$ cat src/rtl/rx_pp.sv
// rx_pp: router input port.
//   Accepts flits on a two-phase (toggle) req/ack channel, routes each packet on
//   its head flit through the shared routing table, and assembles packets into a
//   two-slot ping-pong buffer served by the switch allocator.
// Ports:
//   clk, reset      clock, asynchronous active-low reset
//   ch_req/ch_flit  incoming channel: a toggle of ch_req marks a new flit
//   ch_ack          toggles once per accepted flit
//   sw_req/sw_chnl  level request and output channel to the switch allocator
//   sw_gnt          grant; the switch reads the buffer while high
//   buf_addr        flit index within the slot being served
//   buf_data        buffer read data (combinational)
//   table_addr      routing table lookup address
//   table_data      routing table result
//   slot_full       per-slot valid flags
//   proto_err       one-cycle pulse when a packet starts without a head flag
//   sink_count      packets consumed locally in sink mode
module rx_pp #(
  parameter int unsigned SIZE         = 8,
  parameter int unsigned PKT_BITS     = 3,
  parameter int unsigned CHANNEL_BITS = 8,
  parameter bit          SINK_PACKETS = 1'b0
) (
  input  logic                    clk,
  input  logic                    reset,
  input  logic                    ch_req,
  input  logic [SIZE-1:0]         ch_flit,
  output logic                    ch_ack,
  output logic                    sw_req,
  output logic [CHANNEL_BITS-1:0] sw_chnl,
  input  logic                    sw_gnt,
  input  logic [PKT_BITS-1:0]     buf_addr,
  output logic [SIZE-1:0]         buf_data,
  output logic [SIZE-2:0]         table_addr,
  input  logic [CHANNEL_BITS-1:0] table_data,
  output logic [1:0]              slot_full,
  output logic                    proto_err,
  output logic [15:0]             sink_count
);

  localparam int unsigned PKT_FLITS = 1 << PKT_BITS;

  typedef enum logic [2:0] {
    RX_IDLE,
    RX_LATCH,
    RX_DECODE,
    RX_RC,
    RX_STORE,
    RX_FULL_WAIT
  } rx_state_e;

  typedef enum logic [1:0] {
    TX_IDLE,
    TX_REQ,
    TX_SEND
  } tx_state_e;

  rx_state_e rx_state_q, rx_state_d;
  tx_state_e tx_state_q, tx_state_d;

  logic                                ch_req_old_q, ch_req_old_d;
  logic [SIZE-1:0]                     flit_q, flit_d;
  logic [PKT_BITS-1:0]                 cnt_q, cnt_d;
  logic                                wr_slot_q, wr_slot_d;
  logic                                rd_slot_q, rd_slot_d;
  logic [1:0]                          slot_full_q, slot_full_d;
  logic [1:0][CHANNEL_BITS-1:0]        channel_q, channel_d;
  logic                                ch_ack_q, ch_ack_d;
  logic                                sw_req_q, sw_req_d;
  logic [CHANNEL_BITS-1:0]             sw_chnl_q, sw_chnl_d;
  logic [SIZE-2:0]                     table_addr_q, table_addr_d;
  logic                                proto_err_q, proto_err_d;
  logic [15:0]                         sink_count_q, sink_count_d;

  logic [SIZE-1:0] mem_q [2][PKT_FLITS];
  logic            mem_we;

  logic req;
  logic is_head;
  logic pkt_start;
  logic pkt_last;

  assign req       = ch_req ^ ch_req_old_q;
  assign is_head   = flit_q[SIZE-1];
  assign pkt_start = (cnt_q == '0);
  assign pkt_last  = (cnt_q == '1);

  // The flit is captured on LATCH exit and ch_ack is registered on STORE exit,
  // giving a body ack two edges after the capture edge and a head ack three.
  always_comb begin
    rx_state_d   = rx_state_q;
    tx_state_d   = tx_state_q;
    ch_req_old_d = ch_req;
    flit_d       = flit_q;
    cnt_d        = cnt_q;
    wr_slot_d    = wr_slot_q;
    rd_slot_d    = rd_slot_q;
    slot_full_d  = slot_full_q;
    channel_d    = channel_q;
    ch_ack_d     = ch_ack_q;
    sw_req_d     = sw_req_q;
    sw_chnl_d    = sw_chnl_q;
    table_addr_d = table_addr_q;
    proto_err_d  = 1'b0;
    sink_count_d = sink_count_q;
    mem_we       = 1'b0;

    case (rx_state_q)
      RX_IDLE: begin
        if (req) rx_state_d = RX_LATCH;
      end
      RX_LATCH: begin
        flit_d     = ch_flit;
        rx_state_d = RX_DECODE;
      end
      RX_DECODE: begin
        // A head flag in the middle of a packet is ordinary payload.
        if (is_head && pkt_start) begin
          table_addr_d = flit_q[SIZE-2:0];
          rx_state_d   = RX_RC;
        end else begin
          rx_state_d = RX_STORE;
        end
      end
      RX_RC: begin
        channel_d[wr_slot_q] = table_data;
        rx_state_d           = RX_STORE;
      end
      RX_STORE: begin
        rx_state_d = RX_IDLE;
        if (pkt_start && !is_head) begin
          proto_err_d = 1'b1;
          ch_ack_d    = ~ch_ack_q;
        end else begin
          mem_we = 1'b1;
          cnt_d  = cnt_q + PKT_BITS'(1);
          if (!pkt_last) begin
            ch_ack_d = ~ch_ack_q;
          end else if (SINK_PACKETS) begin
            sink_count_d = sink_count_q + 16'd1;
            ch_ack_d     = ~ch_ack_q;
          end else begin
            slot_full_d[wr_slot_q] = 1'b1;
            wr_slot_d              = ~wr_slot_q;
            // Backpressure only on the last flit: hold its ack until the
            // next slot to be written has been drained.
            if (!slot_full_q[~wr_slot_q]) ch_ack_d = ~ch_ack_q;
            else rx_state_d = RX_FULL_WAIT;
          end
        end
      end
      RX_FULL_WAIT: begin
        if (!slot_full_q[wr_slot_q]) begin
          ch_ack_d   = ~ch_ack_q;
          rx_state_d = RX_IDLE;
        end
      end
      default: rx_state_d = RX_IDLE;
    endcase

    // RX only ever sets the slot it writes and TX only clears the slot it
    // serves; those are never the same slot in one cycle.
    if (!SINK_PACKETS) begin
      case (tx_state_q)
        TX_IDLE: begin
          if (slot_full_q[rd_slot_q]) begin
            sw_req_d   = 1'b1;
            sw_chnl_d  = channel_q[rd_slot_q];
            tx_state_d = TX_REQ;
          end
        end
        TX_REQ: begin
          if (sw_gnt) begin
            sw_req_d   = 1'b0;
            tx_state_d = TX_SEND;
          end
        end
        TX_SEND: begin
          if (!sw_gnt) begin
            slot_full_d[rd_slot_q] = 1'b0;
            rd_slot_d              = ~rd_slot_q;
            tx_state_d             = TX_IDLE;
          end
        end
        default: tx_state_d = TX_IDLE;
      endcase
    end
  end

  always_ff @(posedge clk or negedge reset) begin
    if (!reset) begin
      rx_state_q   <= RX_IDLE;
      tx_state_q   <= TX_IDLE;
      ch_req_old_q <= 1'b0;
      flit_q       <= '0;
      cnt_q        <= '0;
      wr_slot_q    <= 1'b0;
      rd_slot_q    <= 1'b0;
      slot_full_q  <= '0;
      channel_q    <= '0;
      ch_ack_q     <= 1'b0;
      sw_req_q     <= 1'b0;
      sw_chnl_q    <= '0;
      table_addr_q <= '0;
      proto_err_q  <= 1'b0;
      sink_count_q <= '0;
    end else begin
      rx_state_q   <= rx_state_d;
      tx_state_q   <= tx_state_d;
      ch_req_old_q <= ch_req_old_d;
      flit_q       <= flit_d;
      cnt_q        <= cnt_d;
      wr_slot_q    <= wr_slot_d;
      rd_slot_q    <= rd_slot_d;
      slot_full_q  <= slot_full_d;
      channel_q    <= channel_d;
      ch_ack_q     <= ch_ack_d;
      sw_req_q     <= sw_req_d;
      sw_chnl_q    <= sw_chnl_d;
      table_addr_q <= table_addr_d;
      proto_err_q  <= proto_err_d;
      sink_count_q <= sink_count_d;
    end
  end

  // Packet buffer is deliberately not reset.
  always_ff @(posedge clk) begin
    if (mem_we) mem_q[wr_slot_q][cnt_q] <= flit_q;
  end

  assign buf_data   = mem_q[rd_slot_q][buf_addr];
  assign ch_ack     = ch_ack_q;
  assign sw_req     = sw_req_q;
  assign sw_chnl    = sw_chnl_q;
  assign table_addr = table_addr_q;
  assign slot_full  = slot_full_q;
  assign proto_err  = proto_err_q;
  assign sink_count = sink_count_q;

endmodule

$ cat config.mk
export PLATFORM = sky130hd
export DESIGN_NAME = rx_pp
export DESIGN_NICKNAME = d
export VERILOG_FILES = /design/src/rtl/rx_pp.sv
export SDC_FILE = /design/constraint.sdc
export NUM_CORES = 1
export LEC_CHECK = 0
export ABC_AREA = 1
export CELL_PAD_IN_SITES_DETAIL_PLACEMENT = 1
export CELL_PAD_IN_SITES_GLOBAL_PLACEMENT = 1
export CORE_ASPECT_RATIO = 0.75
export CORE_MARGIN = 1
export CORE_UTILIZATION = 28
export DETAILED_ROUTE_END_ITERATION = 16
export GPL_TIMING_DRIVEN = 0
export MAX_ROUTING_LAYER = met4
export PLACE_DENSITY = 0.67
export SLEW_MARGIN = 40
export SYNTH_ARGS = -nofsm -noshare
export SYNTH_HDL_FRONTEND = slang
export SYNTH_SLANG_ARGS = --single-unit
export TNS_END_PERCENT = 10
$ cat constraint.sdc
create_clock -name clk -period 2 [get_ports clk]
set_input_delay 0.6 -clock clk [delete_from_list [all_inputs] [get_ports clk]]
set_output_delay 0.6 -clock clk [all_outputs]
set_load 0.05 [all_outputs]
# Word level (Yosys, flattened, before mapping)
# Memories as Yosys holds them, arrays and structs flattened.
# Index checks and enable logic that the tools add are counted.
# Widths: inputs -> output; s select.
[word_totals] reg_bits=55 ram_bits=128 in_bits=23 wordCells=120 memories=1
[mem_list] name="mem_q" words=2 word_bits=64 rd=1 rd_clocked_by_memory_dff=0 write_ports=1 line="75" source="logic [SIZE-1:0] mem_q [2][PKT_FLITS];"
[classes] addsub=1 order_cmp=8 n_eq_ne=14 n_mux=50 bitwise_logic=11 reduce_logical=20
[op_table] cell="$mux 64" n=1
[op_table] cell="$mux 8" n=6
[op_table] cell="$bmux 8 s3" n=1
[op_table] cell="$demux 8 s3" n=1
[op_table] cell="$mux 1" n=19
[op_table] cell="$mux 3" n=6
[op_table] cell="$pmux 3 s6" n=1
[op_table] cell="$bwmux 16" n=1
[op_table] cell="$mux 2" n=8
[op_table] cell="$reduce_and 3->1" n=4
[op_table] cell="$ne 2x2->1 const B" n=5
[op_table] cell="$reduce_and 2->1" n=5
[op_table] cell="$eq 3x3->1 const B" n=3
[op_table] cell="$demux 8 s1" n=1
[op_table] cell="$ge 4x4->1 const B" n=2
[op_table] cell="$not 3->4" n=2
[op_table] cell="$eq 3x2->1 const B" n=2
[op_table] cell="$logic_not 3->1" n=2
[op_table] cell="$lt 1x2->1 const B" n=3
[op_table] cell="$pmux 2 s3" n=1
[op_table] cell="$logic_and 1x1->1" n=5
[op_table] cell="$not 1->1" n=5
[op_table] cell="$lt 4x1->1 const B" n=1
[op_table] cell="$ne 4x4->1 const B" n=1
[op_table] cell="other kinds (14)" n=18

# Logic depth before layout (Yosys ltp)
[depth] depth_word=11 depth_mapped=9 ltp_nobuf=9

# Worst setup path after synthesis
# Ideal clock, no wire load.
[synth_path] path_kind="input-to-output" startpoint="input port buf_addr[0]" endpoint="output port buf_data[2]" arrival_ns=1.595 required_time_ns=1.400 path_slack_ns=-0.195 path_stages=6 n_path_buf=2 cell_sequence="buf_2 > clkbuf_1 > nand3_1 > nand3_1 > nand3_1 > nand2_1"
[synth_via] elab_chain_len=4
[synth_rtl] element="start, declared" line="32" source="input logic [PKT_BITS-1:0] buf_addr,"
[synth_rtl] element="$not 3->4 (implied by the code)" line="231" source="assign buf_data = mem_q[rd_slot_q][buf_addr];"
[synth_rtl] element="$bmux 8 s3" line="231"
[synth_rtl] element="$mux 8 (implied by the code) (2 in a row)" line="231"
[synth_rtl] element="end, declared" line="33" source="output logic [SIZE-1:0] buf_data,"
# Every way passes these cells. The select of a mux whose other input is x is not followed.

# Worst setup path after layout
[layout_path] startpoint="input port buf_addr[1]" endpoint="output port buf_data[2]"
# Same word-level chain as after synthesis.

==> metrics.md <==
| Metric | Value |
|---|---|
| Status | `complete, but fails checks` |
| Failing checks | `setup timing` |
| Ports | `67` |
| Pin count of the biggest net entering global routing | `30` |
| CTS Hold Bufs | `0` |
| Final period utilization | `1.259` |
| Starting Density | `0.2876` |
| Hold Vio Cnt, Final | `0` |
| Via count | `5819` |
| Number of global-route vias before repair | `6138` |
| Hold Path Class | `primary input to asynchronous set/reset pin` |
| Mapped Area | `8143 um2` |
| # nets final | `937` |
| Slew headroom | `0.5043` |
| CTS tree | `yes` |
| Worst-path fanout max | `10` |
| Critical R2R Launch | `cnt_q[0]$_DFFE_PN0P_` |
| Initial DRC Count | `398` |
| Port buffer count | `47` |
| CP max stage delay | `0.34 ns` |
| Most common cell in the netlist | `nand2_1` |
| First-pass DRT Iterations | `5` |
| Core area | `28320 um2` |
| Routed Antenna Nets | `0` |
| WP buf/inv | `4` |
| Cell count after synthesis | `814` |
| RSZ-0062 raised after global routing | `yes` |
| Fraction of registers with async set/reset | `0.3005` |
| Max cap viols | `0` |
| HPWL Detailed | `15.22 mm` |
| PnR worst setup slack | `-0.5170 ns` |
| Most used DFF post-synth | `edfxtp_1` |
| Placed cell count | `between 1000 and 1500` |
| Crit path from | `buf_addr[1]` |
| Die ar. | `29770 um2` |
| Yosys top cell by area | `edfxtp_1` |
| Max Root-Sink Buffers | `2` |
| Worst reg2reg path depth | `9` |
| Via-to-Cell Ratio | `4.445` |
| Initial antenna violation count | `0` |
| Top cells by area, synth | `edfxtp_1 (47%), dfrtp_1 (17%), nand2_1 (11%)` |
| CP Data Required Time | `1.40 ns` |
| H-tree Lvls | `4` |
| Finished Layout Cells | `1309` |
| Layout cells sized above 1 | `0.2435` |
| Delay-heaviest family, CP | `buffers and inverters` |
| Clock latency on the worst-skew pair | `0.45 ns` |
| Slew @ Worst Pin | `0.7435 ns` |
| DP Area | `9251 um2` |
| WS Path Type | `primary input to output port` |
| Number of synthesized flops with an enable pin | `between 100 and 150` |
| PwrDens | `approximately 1400 nW/um2` |
| Num CTS Buffers | `17` |
| Row cnt | `53` |
| First-pass GRT wire length | `35.00 mm` |
| Synthesized flop and latch total | `183` |
| Overall power | `14380 uW` |
| Post-synth top area share | `0.4720` |
| Die X | `198.9 um` |
| Arr. time, crit path | `1.92 ns` |
| YS warnings | `0` |
| Critical Path Sink Type | `output port` |
| Die Y | `149.7 um` |
| Fin crit period | `2.517 ns` |
| ANT cells | `0` |
| Endpoints failing setup | `8` |
| Gr ovfl total | `0` |
| Final Cell Area | `10560 um2` |
| Hold_ws | `0.07081 ns` |
| Post-route DRC violation count | `0` |
| Crit path cell chain | `buf_2 > inv_1 > buf_4 > nand3_2 > nand3_2 > nand2_2 > buf_8` |
| Worst path depth | `7` |
| Cell repeated most along the worst path | `nand3_2` |
| GPL Wtd Cong | `approximately 0.81` |
| Max-slew violation count | `0` |
| Worst setup SP type | `primary input` |
| Clock-pin slew on the worst setup and hold paths | `0.07 ns` |
| Register area share after synthesis | `0.6411` |
| Slowest CP cell | `inv_1` |
| Leakage | `0.004538 uW` |
| Commonest cells post-synth | `nand2_1 (228), edfxtp_1 (128), inv_1 (123)` |
| Worst VDD drop | `1.105 mV` |
| Layout area overhead | `29.67%` |
| WL final | `22.94 mm` |
| Clock sink count | `183` |
| WL per Instance | `17.52 um` |
| Fmax | `397.3 MHz` |
| Clock skew | `0.01270 ns` |
| Global Route Usage Sum | `0.1656` |
| CTS root buffer | `clkbuf_16` |
| Library cells used by synthesis | `32` |
| Synthesized area per cell | `10.00 um2` |
| TNS Setup | `-3.961 ns` |
[worst register-to-register path: cells and delay by family, from the launching register on]
kind          cells  cell delay (ns)
buf+inv           2             0.16
flops             1             0.37
simple gates      6             0.90
fa+ha+maj         1             0.18
[cell usage in the layout, fill, tap and decap left out, types with 14 or more instances in the layout]
cell type	instances
nand2_2	14
nand3_1	64
nand2_1	213
dfrtp_1	49
dlygate4sd2_1	15
buf_4	30
clkbuf_16	19
nor2_4	19
o21ai_0	22
nor2_1	30
edfxtp_1	128
inv_1	119
clkdlybuf4s50_1	18
conb_1	16
o21ai_2	16
nand3_2	34
[kinds of logic after synthesis]
| kind of cell | synth area share |
|---|---|
| compound gates | 0.04149 |
| xor+xnor | 0.002152 |
| fa+ha+maj | 0.004610 |
| buf+inv | 0.09296 |
| flops | 0.6411 |
| mux | 0.01106 |
| other cells | 0.0004605 |
| simple gates | 0.2062 |
[worst paths after layout]
check / endpoint / slack [ns]
worst max-delay path: buf_data[2] / -0.52
worst min-delay path: ch_ack$_DFFE_PN0P_ / 0.07
worst max register to register: mem_q[1][58]$_DFFE_PP_ / 0.06
worst min register to register: sw_chnl[6]$_DFFE_PN0P_ / 0.48
max in group asynchronous: rd_slot_q$_DFFE_PN0P_ / 1.42
min in group clk: sw_chnl[6]$_DFFE_PN0P_ / 0.48
[timing repair]
| action | 4_1_cts | 5_1_grt |
|---|---|---|
| gates resized for setup | 176 | 52 |
| endpoints found under the setup margin | 157 | 139 |
| pin swaps | 6 | 12 |
| buffers inserted | 7 | 4 |
| gates cloned | 1 | 3 |
[power breakdown]
part	switching (uW)	internal, uW
Combinational	3230	1890
Sequential	867	4990
Clock	1630	1780
[through the flow]
stage	util	setup slack [ns]
final	0.3729	-0.5170
after global routing	0.3729	-0.5602
after CTS	0.3622	-0.4985
after detailed placement	0.3267	-1.099
after global placement	0.3257	-1.541
after floorplan	-	-0.07419
[cell type report]
class / count / area (um2)
buffer: 48 / 462.9
tap: 385 / 481.7
fill: 3160 / 17760
sequential: 183 / 5228
inverter: 125 / 474.2
multi-input combinational: 473 / 2650
clock inverter: 14 / 156.4
timing repair buffer: 63 / 676.9
clock buffer: 18 / 429.2
[registers in the layout (all words and copies together) (netlist names), 2 cells and up]
name / count
slot_full: 2
mem_q: 128
flit_q: 8
rx_state_q: 3
tx_state_q: 2
cnt_q: 3
channel_q: 16
sw_chnl: 8
table_addr: 7
[routing by layer]
metal	part of all wire	track usage
met1	0.48	0.2177
met4	0.0086	0.03808
met5	0	-
met2	0.48	0.2647
met3	0.030	0.03110
Power figures use the tool's default switching activity.
